$ cat config.mk
export PLATFORM = sky130hd
export DESIGN_NAME = data_mem_arbiter
export DESIGN_NICKNAME = d
export VERILOG_FILES = /design/src/rtl/data_mem_arbiter_pkg.sv /design/src/rtl/data_mem_arbiter_rr_arb2.sv /design/src/rtl/data_mem_arbiter.sv
export SDC_FILE = /design/constraint.sdc
export NUM_CORES = 1
export LEC_CHECK = 0
export ABC_AREA = 1
export BUFFER_PORTS_ARGS = -buffer_cell sky130_fd_sc_hd__buf_2
export CAP_MARGIN = 20
export CORE_ASPECT_RATIO = 1.75
export CORE_MARGIN = 2
export CORE_UTILIZATION = 52
export CTS_BUF_LIST = sky130_fd_sc_hd__clkbuf_8
export DETAILED_ROUTE_END_ITERATION = 6
export PLACE_DENSITY = 0.9
export RECOVER_POWER = 100
export SLEW_MARGIN = 25
export SYNTH_ARGS = -nofsm -noshare
export SYNTH_HDL_FRONTEND = slang
export SYNTH_SLANG_ARGS = --single-unit
$ cat constraint.sdc
create_clock -name clk -period 3 [get_ports clk]
set_input_delay 0.9 -clock clk [delete_from_list [all_inputs] [get_ports clk]]
set_output_delay 0.9 -clock clk [all_outputs]
set_load 0.01 [all_outputs]
$ cat src/rtl/data_mem_arbiter_pkg.sv
// Shared definitions for the data memory arbiter: RAM size/direction codes,
// requester ids, FSM state encoding and the alignment rule.
package data_mem_arbiter_pkg;

  // ram_512x8 Size encoding
  localparam logic [1:0] SZ_BYTE = 2'b00;
  localparam logic [1:0] SZ_HALF = 2'b01;
  localparam logic [1:0] SZ_WORD = 2'b10;
  localparam logic [1:0] SZ_ILL  = 2'b11;

  // ram_512x8 ReadWrite encoding
  localparam logic RW_READ  = 1'b0;
  localparam logic RW_WRITE = 1'b1;

  // Requester ids; also the bit index into the req/grant vectors
  localparam logic PORT_IF = 1'b0;
  localparam logic PORT_LS = 1'b1;

  typedef enum logic [1:0] {
    ST_IDLE   = 2'd0,
    ST_ACCESS = 2'd1,
    ST_DONE   = 2'd2
  } state_t;

  // High when the access must not reach the RAM.
  function automatic logic misaligned(input logic [1:0] size, input logic [1:0] a);
    case (size)
      SZ_BYTE: misaligned = 1'b0;
      SZ_HALF: misaligned = a[0];
      SZ_WORD: misaligned = |a;
      default: misaligned = 1'b1;
    endcase
  endfunction

endpackage

$ cat src/rtl/data_mem_arbiter_rr_arb2.sv
// Two-input round-robin picker.
//   req[1:0]  requests, indexed by port id
//   ptr       port that wins a tie
//   advance   arbitration is being taken this cycle
//   grant     one-hot winner (zero when no request)
//   ptr_nxt   pointer for the next cycle; only a tie moves it, to the loser
module rr_arb2 (
  input  logic [1:0] req,
  input  logic       ptr,
  input  logic       advance,
  output logic [1:0] grant,
  output logic       ptr_nxt
);

  always_comb begin
    grant = 2'b00;
    case (req)
      2'b01:   grant = 2'b01;
      2'b10:   grant = 2'b10;
      2'b11:   grant = ptr ? 2'b10 : 2'b01;
      default: grant = 2'b00;
    endcase
  end

  // A single requester does not disturb fairness; only ties rotate.
  assign ptr_nxt = (advance && (&req)) ? ~ptr : ptr;

endmodule

$ cat src/rtl/data_mem_arbiter.sv
// Shares ram_512x8 between instruction fetch (word reads) and load/store.
// One transaction = IDLE (grant + latch fields) -> ACCESS (mem_en) -> DONE
// (done pulse with registered read data), 3 cycles.
//   clk, reset              clock, synchronous active-high reset
//   if_req/if_addr          IF request (implicit word read)
//   if_rdata/if_done/if_err IF response, valid while if_done
//   ls_req/rw/size/se/addr/wdata  LS request
//   ls_rdata/ls_done/ls_err LS response, valid while ls_done
//   mem_*                   registered RAM controls; mem_dout is RAM DataOut
//   busy                    transaction in flight
module data_mem_arbiter
  import data_mem_arbiter_pkg::*;
#(
  parameter int ADDR_W = 9,
  parameter int DATA_W = 32
) (
  input  logic              clk,
  input  logic              reset,
  input  logic              if_req,
  input  logic [ADDR_W-1:0] if_addr,
  output logic [DATA_W-1:0] if_rdata,
  output logic              if_done,
  output logic              if_err,
  input  logic              ls_req,
  input  logic              ls_rw,
  input  logic [1:0]        ls_size,
  input  logic              ls_se,
  input  logic [ADDR_W-1:0] ls_addr,
  input  logic [DATA_W-1:0] ls_wdata,
  output logic [DATA_W-1:0] ls_rdata,
  output logic              ls_done,
  output logic              ls_err,
  output logic              mem_en,
  output logic              mem_rw,
  output logic              mem_se,
  output logic [ADDR_W-1:0] mem_addr,
  output logic [DATA_W-1:0] mem_din,
  output logic [1:0]        mem_size,
  input  logic [DATA_W-1:0] mem_dout,
  output logic              busy
);

  state_t     state;
  logic       rr_ptr, ptr_nxt;
  logic [1:0] req, grant;
  logic       idle;
  logic       win;   // port owning the current transaction
  logic       bad;   // current transaction is misaligned / illegal
  logic       if_bad, ls_bad;

  assign req    = {ls_req, if_req};
  assign idle   = (state == ST_IDLE);
  assign busy   = !idle;
  assign if_bad = misaligned(SZ_WORD, if_addr[1:0]);
  assign ls_bad = misaligned(ls_size, ls_addr[1:0]);

  rr_arb2 u_arb (
    .req     (req),
    .ptr     (rr_ptr),
    .advance (idle),
    .grant   (grant),
    .ptr_nxt (ptr_nxt)
  );

  always_ff @(posedge clk) begin
    if (reset) begin
      state    <= ST_IDLE;
      rr_ptr   <= PORT_LS;
      win      <= PORT_IF;
      bad      <= 1'b0;
      mem_en   <= 1'b0;
      mem_rw   <= RW_READ;
      mem_se   <= 1'b0;
      mem_addr <= '0;
      mem_din  <= '0;
      mem_size <= SZ_BYTE;
      if_rdata <= '0;
      if_done  <= 1'b0;
      if_err   <= 1'b0;
      ls_rdata <= '0;
      ls_done  <= 1'b0;
      ls_err   <= 1'b0;
    end else begin
      rr_ptr <= ptr_nxt;
      case (state)
        ST_IDLE: begin
          if (grant[PORT_LS]) begin
            win      <= PORT_LS;
            bad      <= ls_bad;
            mem_en   <= !ls_bad;
            mem_rw   <= ls_rw;
            mem_se   <= ls_se;
            mem_addr <= ls_addr;
            mem_din  <= ls_wdata;
            mem_size <= ls_size;
            state    <= ST_ACCESS;
          end else if (grant[PORT_IF]) begin
            win      <= PORT_IF;
            bad      <= if_bad;
            mem_en   <= !if_bad;
            mem_rw   <= RW_READ;
            mem_se   <= 1'b0;
            mem_addr <= if_addr;
            mem_din  <= '0;
            mem_size <= SZ_WORD;
            state    <= ST_ACCESS;
          end
        end
        ST_ACCESS: begin
          // DataOut is combinational off the registered controls, so it is
          // valid here and captured on this edge.
          mem_en <= 1'b0;
          state  <= ST_DONE;
          if (win == PORT_LS) begin
            ls_done  <= 1'b1;
            ls_err   <= bad;
            ls_rdata <= (bad || mem_rw == RW_WRITE) ? '0 : mem_dout;
          end else begin
            if_done  <= 1'b1;
            if_err   <= bad;
            if_rdata <= bad ? '0 : mem_dout;
          end
        end
        ST_DONE: begin
          if_done <= 1'b0;
          if_err  <= 1'b0;
          ls_done <= 1'b0;
          ls_err  <= 1'b0;
          state   <= ST_IDLE;
        end
        default: state <= ST_IDLE;
      endcase
    end
  end

endmodule
==> impl_metrics.csv, run 1 <==
group,metric,value,unit
critical_path,path_cells,"clkbuf_1, nor2_1, nor2_4, inv_4, nor2_4, nand2_1, a21oi_1",
route,via_per_inst,5.29,
placement,dp.cells,852,
sta,max_slew_margin,-13.6,%
placement,dp_hpwl,8380,µm
synth,synth_fp_nets,664,
global_route,use_met3,8.90,%
route,drc,0,
floorplan,initial_core_util,53.6,%
critical_path,critPathSlowestCell,"nor2_4",
final_layout,drive_gt1_share,16.8,%
route,drt_wl_total,12300,µm
run,cap_violations,1,
global_route,grt_first_pass_wirelength,19900,µm
sta,finClkSkew,0.00889,ns
clocking,cts_tree,"built",
route,drt_iter0_drc,251,
global_route,grt_max_degree,86,
critical_path,ff2ff_path_depth,6,
clocking,insertion_delay,0.43,ns
global_route,antenna_found_initial,0,
critical_path,worstPathRequired,3.32,ns
global_route,grt_usage,27.3,%
final_layout,mostFrequentLayoutCell,"nand2_1",
synth,synth_area_leader_cell,"dfxtp_1",
pwr,power_leakage,2.30,nW
floorplan,core-area,8310,µm²
hold_path,hold_class,"flip-flop to flip-flop",
final_layout,diodes,0,
synth,yosysWarnings,0,
floorplan,die_w,74.0,µm
sta,hold_viol_final,0,
critical_path,worstSetupStartpointType,"primary input",
global_route,grt_pass1_vias,4413,
run_status,status,"finished, violations left",
global_route,grt.met1_usage,30.2,%
sta,fin_crit,2.43,ns
final_layout,layout_common_cells,"167 x nand2_1, 119 x dfxtp_1, 115 x a21oi_1, 115 x clkbuf_1, 89 x buf_2",
placement,gp_congestion,0.814,
synth,synth_cell_type_count,19,
hold_path,hold_depth,2,
final_layout,area_growth,27.5,%
synth,synth.avg_cell_area,7.76,µm²
run_status,violations,"capacitance limit, slew limit",
route,detail-route-antenna-nets,0,
global_route,grt_busiest_layer,"met2",
clocking,root_buffer,"clkbuf_8",
sta,period_share,81.0,%
clocking,htreeDepth,4,
clocking,postCtsHoldBufs,0,
global_route,grtUsageMet2,44.4,%
route,via_count,4673,
route,wl_per_cell,14.0,µm
clocking,numCtsBuffers,17,
final_layout,nets,846,
synth,synthCells,574,
synth,synth_top_cell_area_share,53.5,%
synth,netlist_top_cells_area,"dfxtp_1 53%, nand2_1 14%, a21oi_1 13%, nand4_1 4.6%, o21ai_0 3.7%",
global_route,grt_overflow,0,
floorplan,num_rows,44,
clocking,path_clk_slew,0.07,ns
sta,tightest_slew,1.70,ns
critical_path,cp_common_cell,"nor2_4",
sta,tns,0,ns
synth,ys_ff_latch,119,
synth,ys_seq_area_share,53.5,%
placement,io_buffers,204,
pwr,vdd_drop_max,0.466,mV
floorplan,io_pins,205,
final_layout,post_layout_nonfiller_instances,883,
sta,rsz0062_at_grt,"no",
floorplan,fp.dieH,126,µm
synth,syn_area,4460,µm²
clocking,postCtsSetupBuffers,0,
floorplan,die_area,9360,µm²
critical_path,cpPeakStageDelay,0.67,ns
sta,finalSetupViolCount,0,
route,dr.pass1.iters,4,
clocking,cts.sinks,119,
critical_path,path_max_fanout,48,
sta,fmax,411,MHz
sta,timing.final.max_slew_violations,86,
clocking,cts_resized,0,
critical_path,worst_setup_path_end_kind,"flip-flop",
pwr,powerDensity,650,nW/µm²
critical_path,arrival,2.75,ns
clocking,cts.path.max_buffers,2,
critical_path,critPathKind,"primary input to flip-flop",
[path summary, 6_finish.rpt]
path,from,endpoint,slack (ns)
min,if_rdata[29]$_SDFFE_PP0P_,if_rdata[29]$_SDFFE_PP0P_,0.47
max,if_req,mem_din[19]$_SDFFE_PP0P_,0.57
max reg2reg,win$_SDFFE_PP0P_,ls_err$_SDFFE_PP0P_,0.69
min reg2reg,if_rdata[29]$_SDFFE_PP0P_,if_rdata[29]$_SDFFE_PP0P_,0.47
[layout make-up]
class	instances	area [µm²]
multi-input combinational	397	1790
sequential	119	2380
tap	115	144
clock buffer	21	289
timing repair buffer	207	897
clock inverter	10	128
inverter	14	55.1
fill	723	2630
[per-layer routing]
layer | up-vias | routed length (µm)
li1 | 2271 | -
met1 | 2149 | 4830
met2 | 214 | 6230
met3 | 39 | 809
met4 | 0 | 472
met5 | - | 0
[worst max-delay path: cells and delay by family]
kind | cells | cell delay (ns)
buffers and inverters | 2 | 0.43
AND/OR/NAND/NOR | 4 | 1.20
AO/OA/AOI/OAI | 1 | 0.20
[Yosys cell counts]
library cell and number:
nand4_1 33, o21ai_0 33, clkbuf_1 24, nor2_8 1
o211ai_1 1, nand2_1 167, buf_6 3, nor2_1 36
inv_2 4, nand2_2 1, buf_2 14, nor2_4 1
dfxtp_1 119, buf_4 3, inv_1 9, inv_4 1
a21oi_1 115, nand3_1 6, nor2_2 3
[cell families (layout without fill, tap and decap cells)]
| family | Yosys count | after routing | share of synthesized area, % |
|---|---|---|---|
| compound gates | 149 | 149 | 16.8 |
| simple gates | 248 | 248 | 23.7 |
| buf+inv | 58 | 252 | 6.09 |
| flops | 119 | 119 | 53.5 |
[state kept, by name (all words and copies together), names as in the netlist, 2 cells and up]
name / flops
mem_size: 2
ls_rdata: 32
state: 2
mem_addr: 9
if_rdata: 32
mem_din: 32
[report_power, final]
group / switching [mW] / internal, mW
sequential: 0.0488 / 1.67
clock: 0.604 / 0.895
combinational: 0.324 / 0.155
total: 0.976 / 2.72
[per-stage QoR]
step / util (%) / worst slack, ns / instance area (µm²) / hold WS (ns) / power, mW
after floorplan: - / 1.22 / 4460 / 0.449 / 2.05
after global placement: 65.3 / 0.647 / 5430 / 0.448 / 2.24
after detailed placement: 65.3 / 0.521 / 5430 / 0.452 / 2.25
after CTS: 70.3 / 0.908 / 5850 / 0.462 / 3.75
after global routing: 68.4 / 0.395 / 5680 / 0.479 / 3.86
final: 68.4 / 0.569 / 5680 / 0.465 / 3.70
Note: power is estimated with default switching activity, not from simulation.
==> run 2, diff against run 1 <==
--- a/config.mk
+++ b/config.mk
@@ -10,10 +10,10 @@
 export CAP_MARGIN = 20
 export CORE_ASPECT_RATIO = 1.75
 export CORE_MARGIN = 2
-export CORE_UTILIZATION = 52
+export CORE_UTILIZATION = 48
 export CTS_BUF_LIST = sky130_fd_sc_hd__clkbuf_8
 export DETAILED_ROUTE_END_ITERATION = 6
-export PLACE_DENSITY = 0.9
+export PLACE_DENSITY = 0.84
 export RECOVER_POWER = 100
 export SLEW_MARGIN = 25
 export SYNTH_ARGS = -nofsm -noshare
==> constraint.sdc (replaced) <==
create_clock -name clk -period 2.3 [get_ports clk]
set_input_delay 0.69 -clock clk [delete_from_list [all_inputs] [get_ports clk]]
set_output_delay 0.69 -clock clk [all_outputs]
set_load 0.01 [all_outputs]
==> run 2 against run 1 <==
Net effect: the run now ends clean; sequential power up 30%; combinational power up 36%; worst hold slack about the same; cell area is 0.77% higher; first-iteration DRC count grew 43%; sequential cell count unchanged; critical path depth down 4; wire length increased by 5.3%; total power grew 26%; non-clock buffer count grew 9; critical endpoint is now busy; highest routed layer unchanged.
==> impl_metrics.csv, run 2 (synthesis gave the netlist of run 1 again) <==
group,metric,value,unit
run_status,status,"completed",
pwr,power_leakage,2.33,nW
sta,worst_slack,0.412,ns
critical_path,critPathKind,"flip-flop to output pin",
final_layout,area_growth,28.5,%
clocking,path_clk_slew,0.07,ns
pwr,p_sw_share,27.8,%
hold_path,hold_class,"flip-flop to flip-flop",
final_layout,seqCellArea,2380,µm²
pwr,clockPowerShare,38.0,%
route,wl_per_cell,14.5,µm
clocking,postCtsHoldBufs,0,
pwr,power_frac_seq,48.0,%
floorplan,die_area,10100,µm²
critical_path,ff2ff_path_depth,5,
run,cap_violations,0,
global_route,antenna_found_initial,0,
placement,gp_congestion,0.833,
critical_path,crit_family,"flip-flops",
clocking,cts.sinks,119,
sta,rsz0062_at_grt,"no",
critical_path,worst_setup_path_end_kind,"output pin",
sta,finClkSkew,0.00713,ns
route,detail-route-antenna-nets,0,
final_layout,reg_top3,"if_rdata x32, ls_rdata x32, mem_din x32",
critical_path,path_buf_inv,2,
final_layout,post_layout_nonfiller_instances,898,
route,via_per_inst,5.27,
placement,io_buffers,204,
clocking,insertion_delay,0.42,ns
pwr,internal_power,3.37,mW
placement,dp.cells,866,
route,drt_iter0_drc,358,
final_layout,nets,855,
final_layout,finish.utilization,63.4,%
critical_path,critPathSlowestCell,"dfxtp_1",
final_layout,multi_input_area,1800,µm²
floorplan,num_rows,46,
floorplan,core-area,9040,µm²
route,drt_wl_total,13000,µm
final_layout,mostFrequentLayoutCell,"nand2_1",
pwr,vdd_drop_max,0.652,mV
clocking,root_buffer,"clkbuf_8",
sta,hold_viol_final,0,
floorplan,fp.dieH,131,µm
final_layout,drive_gt1_share,17.4,%
sta,fin_crit,1.89,ns
clocking,htreeDepth,4,
final_layout,diodes,0,
route,dr.pass1.iters,5,
final_layout,layout_common_cells,"168 x nand2_1, 119 x dfxtp_1, 116 x clkbuf_1, 115 x a21oi_1, 88 x buf_2",
critical_path,worstSetupStartpointType,"flip-flop",
global_route,grt_overflow,0,
placement,dp_hpwl,9090,µm
sta,fmax,530,MHz
pwr,powerDensity,815,nW/µm²
floorplan,die_w,76.8,µm
hold_path,hold_depth,2,
critical_path,cpPeakStageDelay,0.31,ns
clocking,cts_resized,0,
global_route,grt_pass1_vias,4569,
final_layout,nFillCells,883,
clocking,cts_tree,"built",
floorplan,io_pins,205,
critical_path,r2r_start,"win$_SDFFE_PP0P_",
sta,tightest_slew,1.13,ns
pwr,p_sw,1.30,mW
floorplan,initial_core_util,49.3,%
global_route,grt_usage,26.3,%
sta,timing.final.max_slew_violations,0,
critical_path,timing.rr.end,"ls_err$_SDFFE_PP0P_",
critical_path,arrival,1.20,ns
clocking,cts.path.max_buffers,2,
clocking,numCtsBuffers,17,
sta,max_slew_margin,24.4,%
critical_path,path_max_fanout,3,
critical_path,rrSetupSlack,0.50,ns
hold_path,min_from,"mem_din[8]$_SDFFE_PP0P_",
route,drc,0,
hold_path,hold_path_end,"mem_din[8]$_SDFFE_PP0P_",
sta,finalSetupViolCount,0,
pwr,pwr-share-comb,13.9,%
critical_path,path_cells,"nor2_1, inv_1, clkbuf_1",
sta,tns,0,ns
route,via_count,4735,
global_route,grt_first_pass_wirelength,21500,µm
sta,period_share,82.1,%
clocking,postCtsSetupBuffers,0,
critical_path,worstPathRequired,1.61,ns
placement,dp_slack,0.295,ns
global_route,grt_max_degree,54,
[run 2: worst max-delay path by stage]
stage	start	to	depth (start not counted)
final	state[1]$_SDFFE_PP0P_	busy	3
after global routing	win$_SDFFE_PP0P_	ls_err$_SDFFE_PP0P_	5
after CTS	state[1]$_SDFFE_PP0P_	busy	3
after detailed placement	ls_req	mem_din[15]$_SDFFE_PP0P_	7
after global placement	ls_req	mem_din[2]$_SDFFE_PP0P_	7
after floorplan	reset	mem_din[10]$_SDFFE_PP0P_	4
[run 2: final cells by class]
class | count | share of cell area (%)
sequential | 119 | 41.6
multi-input combinational | 397 | 31.4
clock buffer | 22 | 5.29
clock inverter | 10 | 1.38
inverter | 14 | 0.961
tap | 120 | 2.62
timing repair buffer | 216 | 16.8
[run 2: routing by layer]
layer | vias up | share of wire [%] | track usage [%]
li1 | 2288 | - | -
met1 | 2185 | 38 | 28.8
met2 | 221 | 52 | 46.3
met3 | 41 | 6.7 | 7.62
met4 | 0 | 2.7 | 11.8
met5 | - | 0 | 0
[run 2: worst min-delay path, cell delays in order (launching register included)]
cell     delay, ns
dfxtp_1       0.31
nand2_1       0.06
a21oi_1       0.05
[run 2: power by group through the flow]
| stage | clock (mW) | sequential (mW) | combinational [mW] |
|---|---|---|---|
| after floorplan | 0 | 2.33 | 0.352 |
| after global routing | 1.90 | 2.25 | 0.724 |
| after global placement | 0 | 2.28 | 0.660 |
| final | 1.78 | 2.24 | 0.650 |
| after detailed placement | 0 | 2.28 | 0.683 |
| after CTS | 1.80 | 2.24 | 0.684 |
[run 2: metrics by stage]
stage / total power, mW / hold WS, ns / area (µm²)
2_1_floorplan: 2.68 / 0.449 / 4460
3_3_place_gp: 2.94 / 0.444 / 5500
3_5_place_dp: 2.97 / 0.451 / 5500
4_1_cts: 4.73 / 0.461 / 5890
5_1_grt: 4.88 / 0.475 / 5730
6_report: 4.67 / 0.465 / 5730
==> run 3, diff against run 2 <==
--- a/config.mk
+++ b/config.mk
@@ -5,12 +5,12 @@
 export SDC_FILE = /design/constraint.sdc
 export NUM_CORES = 1
 export LEC_CHECK = 0
-export ABC_AREA = 1
+export ABC_AREA = 0
 export BUFFER_PORTS_ARGS = -buffer_cell sky130_fd_sc_hd__buf_2
 export CAP_MARGIN = 20
 export CORE_ASPECT_RATIO = 1.75
 export CORE_MARGIN = 2
-export CORE_UTILIZATION = 48
+export CORE_UTILIZATION = 49
 export CTS_BUF_LIST = sky130_fd_sc_hd__clkbuf_8
 export DETAILED_ROUTE_END_ITERATION = 6
 export PLACE_DENSITY = 0.84
==> constraint.sdc (replaced) <==
create_clock -name clk -period 1.9 [get_ports clk]
set_input_delay 0.57 -clock clk [delete_from_list [all_inputs] [get_ports clk]]
set_output_delay 0.57 -clock clk [all_outputs]
set_load 0.01 [all_outputs]
==> run 3 against run 2 <==
Net effect: worst setup slack got worse by 0.32 ns; clock skew rose by 0.0012 ns; global-route usage rose by 0.13 points; core utilization rose by 1.7 points; sequential share of layout area fell by 2.7 points; combinational power rose by 32%; largest cell class unchanged; synthesized area rose by 5.9%; critical path type unchanged; die area rose by 3.5%; synthesized cell count fell by 2.4%; sequential power rose by 21%; sequential cell count did not move.
==> impl_metrics.csv, run 3 <==
group,metric,value,unit
run_status,status,"completed",
critical_path,worst_setup_path_end_kind,"output pin",
sta,hold_viol_final,0,
floorplan,fp.dieH,134,µm
synth,synthArstFlopShare,0,%
critical_path,worstSetupStartpointType,"flip-flop",
critical_path,path_cells,"nor2_1, inv_2, clkbuf_2",
global_route,grt_overflow,0,
route,drt_iter0_drc,286,
floorplan,num_rows,47,
final_layout,reg_top3,"if_rdata x32, ls_rdata x32, mem_din x32",
sta,tightest_slew,0.723,ns
sta,fmax,554,MHz
sta,period_share,94.9,%
synth,netlist_top_cells_area,"dfxtp_1 50%, a21oi_1 12%, nand3_1 8.1%, nand3b_1 5.6%, nand2_1 5.3%",
synth,synth_fp_nets,650,
synth,synth_cell_type_count,35,
critical_path,cp.depth,3,
critical_path,ff2ff_path_depth,5,
pwr,power_leakage,2.25,nW
synth,synthCells,560,
final_layout,mostFrequentLayoutCell,"dfxtp_1",
synth,synth_area_leader_cell,"dfxtp_1",
run,cap_violations,0,
route,wl_per_cell,16.1,µm
critical_path,arrival,1.23,ns
placement,dp_slack,0.228,ns
global_route,grt_max_degree,65,
clocking,htreeDepth,4,
floorplan,die_area,10500,µm²
final_layout,area_growth,29.8,%
route,via_count,4996,
clocking,insertion_delay,0.43,ns
synth,synthFlopType,"dfxtp_1",
global_route,grt_pass1_vias,4848,
route,drc,0,
global_route,antenna_found_initial,0,
pwr,vdd_drop_max,0.643,mV
synth,synth.avg_cell_area,8.43,µm²
route,detail-route-antenna-nets,0,
hold_path,hold_class,"primary input to flip-flop",
synth,syn_area,4720,µm²
synth,ys_seq_area_share,50.5,%
clocking,cts_tree,"built",
sta,worst_slack,0.0966,ns
hold_path,hold_depth,3,
final_layout,drive_gt1_share,19.4,%
critical_path,worstPathRequired,1.33,ns
clocking,path_clk_slew,0.08,ns
route,via_per_inst,5.68,
floorplan,die_w,78.2,µm
final_layout,diodes,0,
sta,rsz0062_at_grt,"no",
pwr,power,6.49,mW
placement,gp_congestion,0.866,
floorplan,io_pins,205,
route,drt_wl_total,14200,µm
placement,io_buffers,204,
sta,finClkSkew,0.00832,ns
clocking,cts.path.max_buffers,2,
critical_path,path_buf_inv,2,
critical_path,critPathKind,"flip-flop to output pin",
floorplan,core-area,9410,µm²
synth,synth_top_cell_area_share,50.5,%
global_route,grt_first_pass_wirelength,22200,µm
critical_path,crit_family,"flip-flops",
synth,synth_edf_count,0,
placement,dp_hpwl,9830,µm
final_layout,layout_common_cells,"118 x dfxtp_1, 115 x a21oi_1, 115 x clkbuf_1, 89 x buf_2, 76 x nand3_1",
synth,synth.most_common_cell,"dfxtp_1",
synth,ys_ff_latch,119,
clocking,numCtsBuffers,17,
sta,tns,0,ns
clocking,cts.sinks,119,
floorplan,initial_core_util,50.1,%
sta,timing.final.max_slew_violations,0,
critical_path,path_max_fanout,11,
critical_path,critPathSlowestCell,"dfxtp_2",
global_route,grt_usage,26.5,%
critical_path,cpPeakStageDelay,0.37,ns
sta,hold_slack,0.388,ns
final_layout,finish.utilization,65.1,%
sta,fin_crit,1.80,ns
route,dr.pass1.iters,6,
clocking,postCtsSetupBuffers,0,
synth,synth_common_cells,"119 x dfxtp_1, 115 x a21oi_1, 76 x nand3_1",
synth,yosysWarnings,0,
sta,max_slew_margin,51.6,%
clocking,root_buffer,"clkbuf_8",
sta,finalSetupViolCount,0,
pwr,powerDensity,1060,nW/µm²
final_layout,nets,835,
-- run 3: layout make-up --
type	instances	area, µm²
Fill cell	839	3280
Clock inverter	15	274
Tap cell	122	153
Timing Repair Buffer	224	1060
Multi-Input combinational cell	380	2010
Sequential cell	119	2380
Clock buffer	17	234
Inverter	3	11.3
-- run 3: logic make-up after synthesis --
group | count (synthesis) | share of synthesized area (%)
AO/OA/AOI/OAI | 179 | 20.3
buffers and inverters | 61 | 6.97
AND/OR/NAND/NOR | 201 | 22.2
flip-flops | 119 | 50.5
-- run 3: worst paths after layout --
check                              endpoint  slack [ns]                      from
setup / recovery                       busy         0.1     state[0]$_SDFFE_PP0P_
hold / removal     mem_din[13]$_SDFFE_PP0P_        0.39              ls_wdata[13]
setup reg to reg  if_rdata[27]$_SDFFE_PP0P_        0.17     state[1]$_SDFFE_PP0P_
hold reg to reg    ls_rdata[0]$_SDFFE_PP0P_        0.45  ls_rdata[0]$_SDFFE_PP0P_
-- run 3: per-layer routing --
layer / wire length (µm) / global-route usage [%] / up-vias
met5: 0 / 0 / -
met2: 7570 / 47.7 / 240
met1: 5250 / 26.8 / 2373
met4: 512 / 15.6 / 0
met3: 855 / 7.27 / 42
li1: - / - / 2341
-- run 3: timing repair --
item,CTS,global route
endpoints found under the setup margin,1,0
hold buffers,0,0
gates resized for setup,1,0
-- run 3: through the flow --
step                      instances  cell area [µm²]
after global routing            880             6120
after global placement          848             5780
after CTS                       880             6280
after floorplan                 560             4720
final                           880             6120
after detailed placement        848             5780
-- run 3: where the power goes --
group	leakage, nW	switching (mW)	internal (mW)
clock	0.247	1.07	1.84
sequential	0.970	0.0851	2.63
combinational	1.03	0.539	0.322
total	2.25	1.70	4.79
-- run 3: worst reg2reg max path: stages (launching register included) --
cell and delay [ns]:
dfxtp_1 0.31, clkbuf_1 0.23, nor3b_4 0.21, buf_2 0.55, nand3b_1 0.18, a21oi_1 0.17
